--- config.mk ---
export PLATFORM = sky130hd
export DESIGN_NAME = seq_mult_n
export DESIGN_NICKNAME = d
export VERILOG_FILES = /design/src/rtl/seq_mult_pkg.sv /design/src/rtl/seq_mult_step.sv /design/src/rtl/seq_mult_n.sv
export SDC_FILE = /design/constraint.sdc
export NUM_CORES = 1
export LEC_CHECK = 0
export CORE_AREA = 3 3 157 159
export CTS_CLUSTER_SIZE = 16
export DETAILED_ROUTE_END_ITERATION = 16
export DIE_AREA = 0 0 160 162
export SETUP_SLACK_MARGIN = 0.3
export SLEW_MARGIN = 25
export SYNTH_ARGS = -nofsm -noshare
export SYNTH_HDL_FRONTEND = slang
export SYNTH_HIERARCHICAL = 1
export SYNTH_SLANG_ARGS = --single-unit
--- constraint.sdc ---
create_clock -name clk_i -period 4.4 [get_ports clk_i]
set_clock_uncertainty 0.05 [all_clocks]
set_input_delay 1.32 -clock clk_i [delete_from_list [all_inputs] [get_ports clk_i]]
set_output_delay 1.32 -clock clk_i [all_outputs]
set_load 0.005 [all_outputs]
--- src/rtl/seq_mult_pkg.sv ---
// Shared types and helpers for the sequential shift-add multiplier.
package seq_mult_pkg;

  typedef enum logic [1:0] {
    IDLE = 2'd0,
    RUN  = 2'd1,
    DONE = 2'd2
  } state_e;

  function automatic int cnt_w(input int width);
    return $clog2(width);
  endfunction

  // Callers zero-extend into 64 bits and truncate the result back; the low
  // bits of a wide negation equal the narrow negation.
  function automatic logic [63:0] neg2w(input logic [63:0] x);
    return ~x + 64'd1;
  endfunction

endpackage

--- src/rtl/seq_mult_step.sv ---
// One shift-add iteration: conditionally add |a| into hi, then shift {sum, lo} right.
module seq_mult_step #(
  parameter int WIDTH = 16
) (
  input  logic [WIDTH-1:0] hi_i,
  input  logic [WIDTH-1:0] lo_i,
  input  logic [WIDTH-1:0] a_mag_i,
  output logic [WIDTH-1:0] hi_o,
  output logic [WIDTH-1:0] lo_o
);

  // Carry out of the add lands in the top bit of hi after the shift.
  logic [WIDTH:0] sum;

  always_comb begin
    sum  = {1'b0, hi_i} + (lo_i[0] ? {1'b0, a_mag_i} : '0);
    hi_o = sum[WIDTH:1];
    lo_o = {sum[0], lo_i[WIDTH-1:1]};
  end

endmodule

--- src/rtl/seq_mult_n.sv ---
// Sequential WIDTH x WIDTH -> 2*WIDTH multiplier, signed via sign/magnitude,
// one partial-product bit per cycle, valid/ready on both sides.
module seq_mult_n
  import seq_mult_pkg::*;
#(
  parameter int WIDTH     = 16,
  parameter bit SIGNED_EN = 1'b1
) (
  input  logic               clk_i,
  input  logic               rst_i,
  input  logic               in_valid_i,
  output logic               in_ready_o,
  input  logic               signed_i,
  input  logic [WIDTH-1:0]   a_i,
  input  logic [WIDTH-1:0]   b_i,
  output logic               out_valid_o,
  input  logic               out_ready_i,
  output logic [2*WIDTH-1:0] p_o,
  output logic               busy_o
);

  localparam int CW = cnt_w(WIDTH);
  localparam int PW = 2 * WIDTH;

  state_e           state_q, state_d;
  logic [CW-1:0]    cnt_q, cnt_d;
  logic [WIDTH-1:0] hi_q, hi_d, lo_q, lo_d, a_mag_q, a_mag_d;
  logic             sgn_q, sgn_d;
  logic [PW-1:0]    p_q, p_d;

  logic [WIDTH-1:0] hi_nx, lo_nx;
  logic             signed_op, a_neg, b_neg;

  seq_mult_step #(.WIDTH(WIDTH)) u_step (
    .hi_i    (hi_q),
    .lo_i    (lo_q),
    .a_mag_i (a_mag_q),
    .hi_o    (hi_nx),
    .lo_o    (lo_nx)
  );

  always_comb begin
    signed_op = signed_i & SIGNED_EN;
    a_neg     = signed_op & a_i[WIDTH-1];
    b_neg     = signed_op & b_i[WIDTH-1];

    state_d = state_q;
    cnt_d   = cnt_q;
    hi_d    = hi_q;
    lo_d    = lo_q;
    a_mag_d = a_mag_q;
    sgn_d   = sgn_q;
    p_d     = p_q;

    case (state_q)
      IDLE: begin
        if (in_valid_i) begin
          state_d = RUN;
          sgn_d   = a_neg ^ b_neg;
          // -2^(W-1) negates to itself, which is the correct unsigned magnitude.
          a_mag_d = a_neg ? WIDTH'(neg2w(64'(a_i))) : a_i;
          lo_d    = b_neg ? WIDTH'(neg2w(64'(b_i))) : b_i;
          hi_d    = '0;
          cnt_d   = '0;
        end
      end
      RUN: begin
        hi_d = hi_nx;
        lo_d = lo_nx;
        if (cnt_q == CW'(WIDTH - 1)) begin
          state_d = DONE;
          p_d     = sgn_q ? PW'(neg2w(64'({hi_nx, lo_nx}))) : {hi_nx, lo_nx};
        end else begin
          cnt_d = cnt_q + CW'(1);
        end
      end
      DONE: begin
        if (out_ready_i) state_d = IDLE;
      end
      default: state_d = IDLE;
    endcase
  end

  always_ff @(posedge clk_i or negedge rst_i) begin
    if (!rst_i) begin
      state_q <= IDLE;
      cnt_q   <= '0;
      hi_q    <= '0;
      lo_q    <= '0;
      a_mag_q <= '0;
      sgn_q   <= 1'b0;
      p_q     <= '0;
    end else begin
      state_q <= state_d;
      cnt_q   <= cnt_d;
      hi_q    <= hi_d;
      lo_q    <= lo_d;
      a_mag_q <= a_mag_d;
      sgn_q   <= sgn_d;
      p_q     <= p_d;
    end
  end

  assign in_ready_o  = (state_q == IDLE);
  assign busy_o      = (state_q == RUN);
  assign out_valid_o = (state_q == DONE);
  assign p_o         = p_q;

endmodule
== After elaboration in Yosys (flattened, before gate mapping) ==
Index checks and enable logic that the tools add are counted.
Storage, ports and cells
  register bits after elaboration: 87
  bits of input ports: 37
  output and inout bits: 35
  logic and storage cells: 47
Cells by class
  $add $sub $neg: 5
  eq/ne operators: 7
  multiplexer cells: 15
  bitwise gates (word level): 6
  reduce and logical (&&, ||, !) cells: 7
Operators with widths (count)
  $mux W16: 5
  $pmux W16 S2: 2
  $add A16 B1 Y16 const B: 2
  $add A32 B1 Y32 const B: 1
  $mux W32: 1
  $not A16 Y16: 2
  $not A32 Y32: 1
  $add A16 B17 Y17: 1
  $mux W4: 2
  $pmux W4 S2: 1
  $mux W2: 3
  $pmux W2 S3: 1
  $reduce_and A2 Y1: 3
  $reduce_and A3 Y1: 2
  $add A4 B1 Y4 const B: 1
  $eq A4 B4 Y1 const B: 1
  $ne A2 B1 Y1 const B: 2
  $ne A2 B2 Y1 const B: 2
  $and A1 B1 Y1: 2
  $eq A2 B1 Y1 const B: 1
  $eq A2 B2 Y1 const B: 1
  $logic_not A2 Y1: 1
  $reduce_bool A2 Y1: 1
  $xor A1 B1 Y1: 1

== Longest topological paths before layout ==
  depth in word-level cells: 5
  mapped depth: 15
  mapped depth without buffers: 13

== Hierarchy ==
The synthesis kept the hierarchy.
Modules (own cells, without submodules)
  seq_mult_n: instances 1, cells an instance 530, area each 4705.8 µm², sequential area each 2177.1 µm²
  seq_mult_step: instances 1, cells an instance 142, area each 1072.3 µm², sequential area each 0.0 µm²

== Worst setup path after synthesis ==
OpenSTA, ideal clock, no wires.
  path type: reg-to-reg
  start point: register lo_q[0]
  end point: register p_q[27] (netlist: p_o[27])
  setup time: 132 ps
  arrival time: 3732 ps
  data required time: 4218 ps
  path slack: 486 ps
  cell stages (with the launch flop): 16
  path buffers: 2
  period minus slack after synthesis: 3914 ps
  path through: dfrtp_1 > clkbuf_1 > and2_1 > ha_1 > fa_1 > a21o_1 > a221oi_2 > o21bai_2 > a21oi_2 > xnor2_1 > or4_4 > buf_6 > or4_4 > o31ai_4 > xor2_1 > o21ai_1
Between the ends
  longest elaborated chain between the ends: 5
Ends and longest elaborated chain
  from (decl): line seq_mult_n.sv:27  | logic [WIDTH-1:0] hi_q, hi_d, lo_q, lo_d, a_mag_q, a_mag_d;
  from (signal assigned): line seq_mult_n.sv:97  | lo_q <= lo_d;
  $mux W16: line seq_mult_step.sv:16  | sum = {1'b0, hi_i} + (lo_i[0] ? {1'b0, a_mag_i} : '0);
  $add A16 B17 Y17: line seq_mult_step.sv:16
  named net hi_nx[7]: line seq_mult_n.sv:31  | logic [WIDTH-1:0] hi_nx, lo_nx;
  $not A32 Y32: line seq_mult_pkg.sv:17  | return ~x + 64'd1;
  $add A32 B1 Y32: line seq_mult_pkg.sv:17
  $mux W32: line seq_mult_n.sv:72  | p_d = sgn_q ? PW'(neg2w(64'({hi_nx, lo_nx}))) : {hi_nx, lo_nx};
  to (signal assigned): line seq_mult_n.sv:100  | p_q <= p_d;
  to (decl): line seq_mult_n.sv:29  | logic [PW-1:0] p_q, p_d;
The timed path passes the listed nets, and every way through them passes these cells.
A chain may end at the register's enable or synchronous reset.

== Final worst setup path ==
Same ends and word-level chain as after synthesis.

==> insert_results.sql <==
INSERT INTO impl_metrics (metric_group, metric, value, unit) VALUES
('outcome', 'run_status', 'finished clean', ''),
('synthesis', 'yosysTopAreaCell', 'dfrtp_1', ''),
('setup_path', 'worstPathArrival', '4.06', 'ns'),
('routing', 'vias_per_cell', '4.72', ''),
('setup_path', 'slowest_stage', 'or4_4', ''),
('clocking', 'tritoncts', 'built', ''),
('floorplan', 'core-area', '23400', 'um2'),
('power', 'clkPwrFrac', '15.5', '%'),
('global_route', 'grt-ovfl-total', '0', ''),
('layout', 'layout-area-overhead-vs-synth', '22.1', '%'),
('setup_path', 'crit_path_max_incr_delay', '0.62', 'ns'),
('synthesis', 'synth.ff_latch_count', '87', ''),
('sta', 'final_period_util', '88.3', '%'),
('floorplan', 'initial_util', '24.7', '%'),
('sta', 'timing.final.max_slew_violations', '0', ''),
('routing', 'total_vias_in_the_final_route', '4906', ''),
('floorplan', 'die_width', '160', 'um'),
('clocking', 'insertion_delay', '0.35', 'ns'),
('synthesis', 'synth_area_per_cell', '8.60', 'um2'),
('clocking', 'cts-root-to-sink-buffers', '2', ''),
('layout', 'post-route-util', '30.1', '%'),
('power', 'power.density_cell_area', '717', 'nW/um2'),
('floorplan', 'fp-row-count', '56', ''),
('synthesis', 'share_of_async_settable_or_async_resettable_flops_after_synthesis', '100', '%'),
('clocking', 'postCtsHoldBufs', '0', ''),
('setup_path', 'worstSetupPathType', 'reg2reg', ''),
('synthesis', 'synth.yosys.seq_area_share', '37.7', '%'),
('setup_path', 'path_cells', 'and2_1 > ha_1 > fa_1 > a21o_1 > a221oi_4 > o21bai_2 > a21oi_2 > xnor2_1 > or4_4 > or4_4 > o31ai_4 > xor2_1 > o21ai_1', ''),
('place', 'numPlacedInstances', '1021', ''),
('global_route', 'grt_max_degree', '58', ''),
('floorplan', 'design.portCount', '72', ''),
('global_route', 'grt_first_pass_wirelength', '25.1', 'mm'),
('setup_path', 'timing.critical_path.to_type', 'flop', ''),
('sta', 'setup_ws_final', '0.513', 'ns'),
('sta', 'maxSlewHeadroom', '54.7', '%'),
('layout', 'num_antenna_cells', '0', ''),
('global_route', 'number_of_global_route_vias_before_repair', '4656', ''),
('clocking', 'htree_num_levels', '3', ''),
('synthesis', 'synthTopCellsByArea', 'dfrtp_1, nand2_1, xor2_1, o21ai_1, ha_1', ''),
('synthesis', 'synth_edf_count', '0', ''),
('setup_path', 'path_common_cell', 'or4_4', ''),
('synthesis', 'syn-instance-count', '672', ''),
('sta', 'final.min_clock_period', '3.89', 'ns'),
('layout', 'fin_cells', '1039', ''),
('place', 'number_of_input_and_output_port_buffers_inserted', '71', ''),
('global_route', 'grt_usage', '11.8', '%'),
('setup_path', 'critical_path_required', '4.57', 'ns'),
('layout', 'fin_nets', '773', ''),
('setup_path', 'timing.critical_path.buf_inv', '0', ''),
('clocking', 'clkSlewWorstSetupHoldPaths', '0.06', 'ns'),
('power', 'ir_worst_vdd', '0.000241', 'V'),
('setup_path', 'startpoint_type', 'flop', ''),
('floorplan', 'die-area', '25900', 'um2'),
('sta', 'tightest_slew', '0.676', 'ns'),
('synthesis', 'synthesis.nets', '730', ''),
('routing', 'drt_pass_1_iters', '5', ''),
('routing', 'starting_drt_drc_count', '386', ''),
('clocking', 'cts-buffers-inserted', '9', ''),
('job', 'timing.max_cap.violations', '0', ''),
('synthesis', 'postSynth.topFlopCell', 'dfrtp_1', ''),
('global_route', 'initial_antenna_violation_count', '0', ''),
('place', 'globalplace.congestion', '0.872', ''),
('setup_path', 'critPathTopFamily', 'simple AND/OR/NAND/NOR gates', ''),
('floorplan', 'floorplan.die.height', '162', 'um'),
('synthesis', 'netlist_area', '5780', 'um2'),
('power', 'internal_power', '0.00282', 'W'),
('clocking', 'root_buffer', 'clkbuf_16', ''),
('place', 'hpwl', '11.6', 'mm'),
('power', 'swShare', '44.2', '%'),
('setup_path', 'timing.critical_path.fanout_max', '7', ''),
('routing', 'final_wirelength', '15.3', 'mm');
[metrics by stage]
step / total power [W] / hold slack [ns]
4_1_cts: 0.00504 / 0.429
3_3_place_gp: 0.00421 / 0.412
3_5_place_dp: 0.00424 / 0.414
2_1_floorplan: 0.00339 / 0.380
5_1_grt: 0.00552 / 0.458
6_report: 0.00506 / 0.424
[final timing paths]
kind / slack (ns) / end / from / depth (start not counted)
worst max-delay path: 0.51 / p_o[27] / lo_q[0] / 13
worst min-delay path: 0.42 / a_mag_q[8] / a_mag_q[8] / 2
worst max register to register: 0.51 / p_o[27] / lo_q[0] / 13
worst min register to register: 0.42 / a_mag_q[8] / a_mag_q[8] / 2
max in group asynchronous: 2.59 / lo_q[0] / rst_i / 2
min in group asynchronous: 0.94 / p_o[2] / rst_i / 1
[Yosys cell counts (all sizes together), types with 18 or more instances]
cell and number:
nor3 18, buf 32, and2 19, xnor2 22, nor2 27, xor2 38, dfrtp 87, nand2 115
a21oi 19, clkbuf 20, ha 20, o21ai 87
[cell type report]
cell class | count | area (um2) | share of cell area [%]
Multi-Input combinational cell | 519 | 3310 | 46.9
Sequential cell | 87 | 2180 | 30.9
Timing Repair Buffer | 84 | 806 | 11.4
Tap cell | 319 | 399 | 5.66
Clock buffer | 10 | 239 | 3.39
Clock inverter | 6 | 67.6 | 0.958
Inverter | 14 | 52.6 | 0.745
[logic make-up after synthesis]
kind of cell	count (synthesis)	share of synthesized area [%]
xor gates and xnor gates	60	9.09
buffers and inverters	66	5.65
and+or+nand+nor	240	20.2
muxes	8	1.39
DFF	87	37.7
adders and majority gates	21	4.68
AOI/OAI and AO/OA	190	21.4
[worst min-delay path: stages (launching register included)]
cell and delay [ns]:
dfrtp_1 0.34, nand2_1 0.04, o21ai_0 0.06
[metal layers]
layer	track usage [%]	part of all wire (%)	vias up
met5	0	0	-
met4	4.22	2.3	0
met3	2.50	4.3	15
met2	17.5	44	100
met1	16.8	50	2311
li1	-	-	2480
[power by group through the flow]
stage | clock network [W] | logic, W | registers (W)
after floorplan | 0 | 0.00205 | 0.00134
after global placement | 0 | 0.00268 | 0.00153
after detailed placement | 0 | 0.00270 | 0.00154
after CTS | 0.000805 | 0.00271 | 0.00152
after global routing | 0.000843 | 0.00310 | 0.00158
final | 0.000784 | 0.00276 | 0.00152
[flip-flops by register name (all words and copies together), names as in the netlist]
register and flops:
a_mag_q 16, cnt_q 4, hi_q 16, lo_q 16, p_o 32, sgn_q 1, state_q 2
[cells in the final DEF (no fill, tap or decap), types with 10 or more instances in the layout]
master	instances
o21ai_0	32
ha_1	20
clkdlybuf4s50_1	70
nor3_1	17
and2_1	19
xnor2_1	22
inv_1	13
xor2_1	38
a21oi_1	17
nor2_1	27
a22oi_1	14
buf_4	14
dfrtp_1	85
nand3_1	12
o41ai_1	10
nand2_1	113
o21ai_1	54
[repair_timing]
item	in CTS	in global routing
endpoints found under the setup margin	0	7
resized for setup	0	4
setup buffers	0	2
Power figures use the tool's default switching activity.
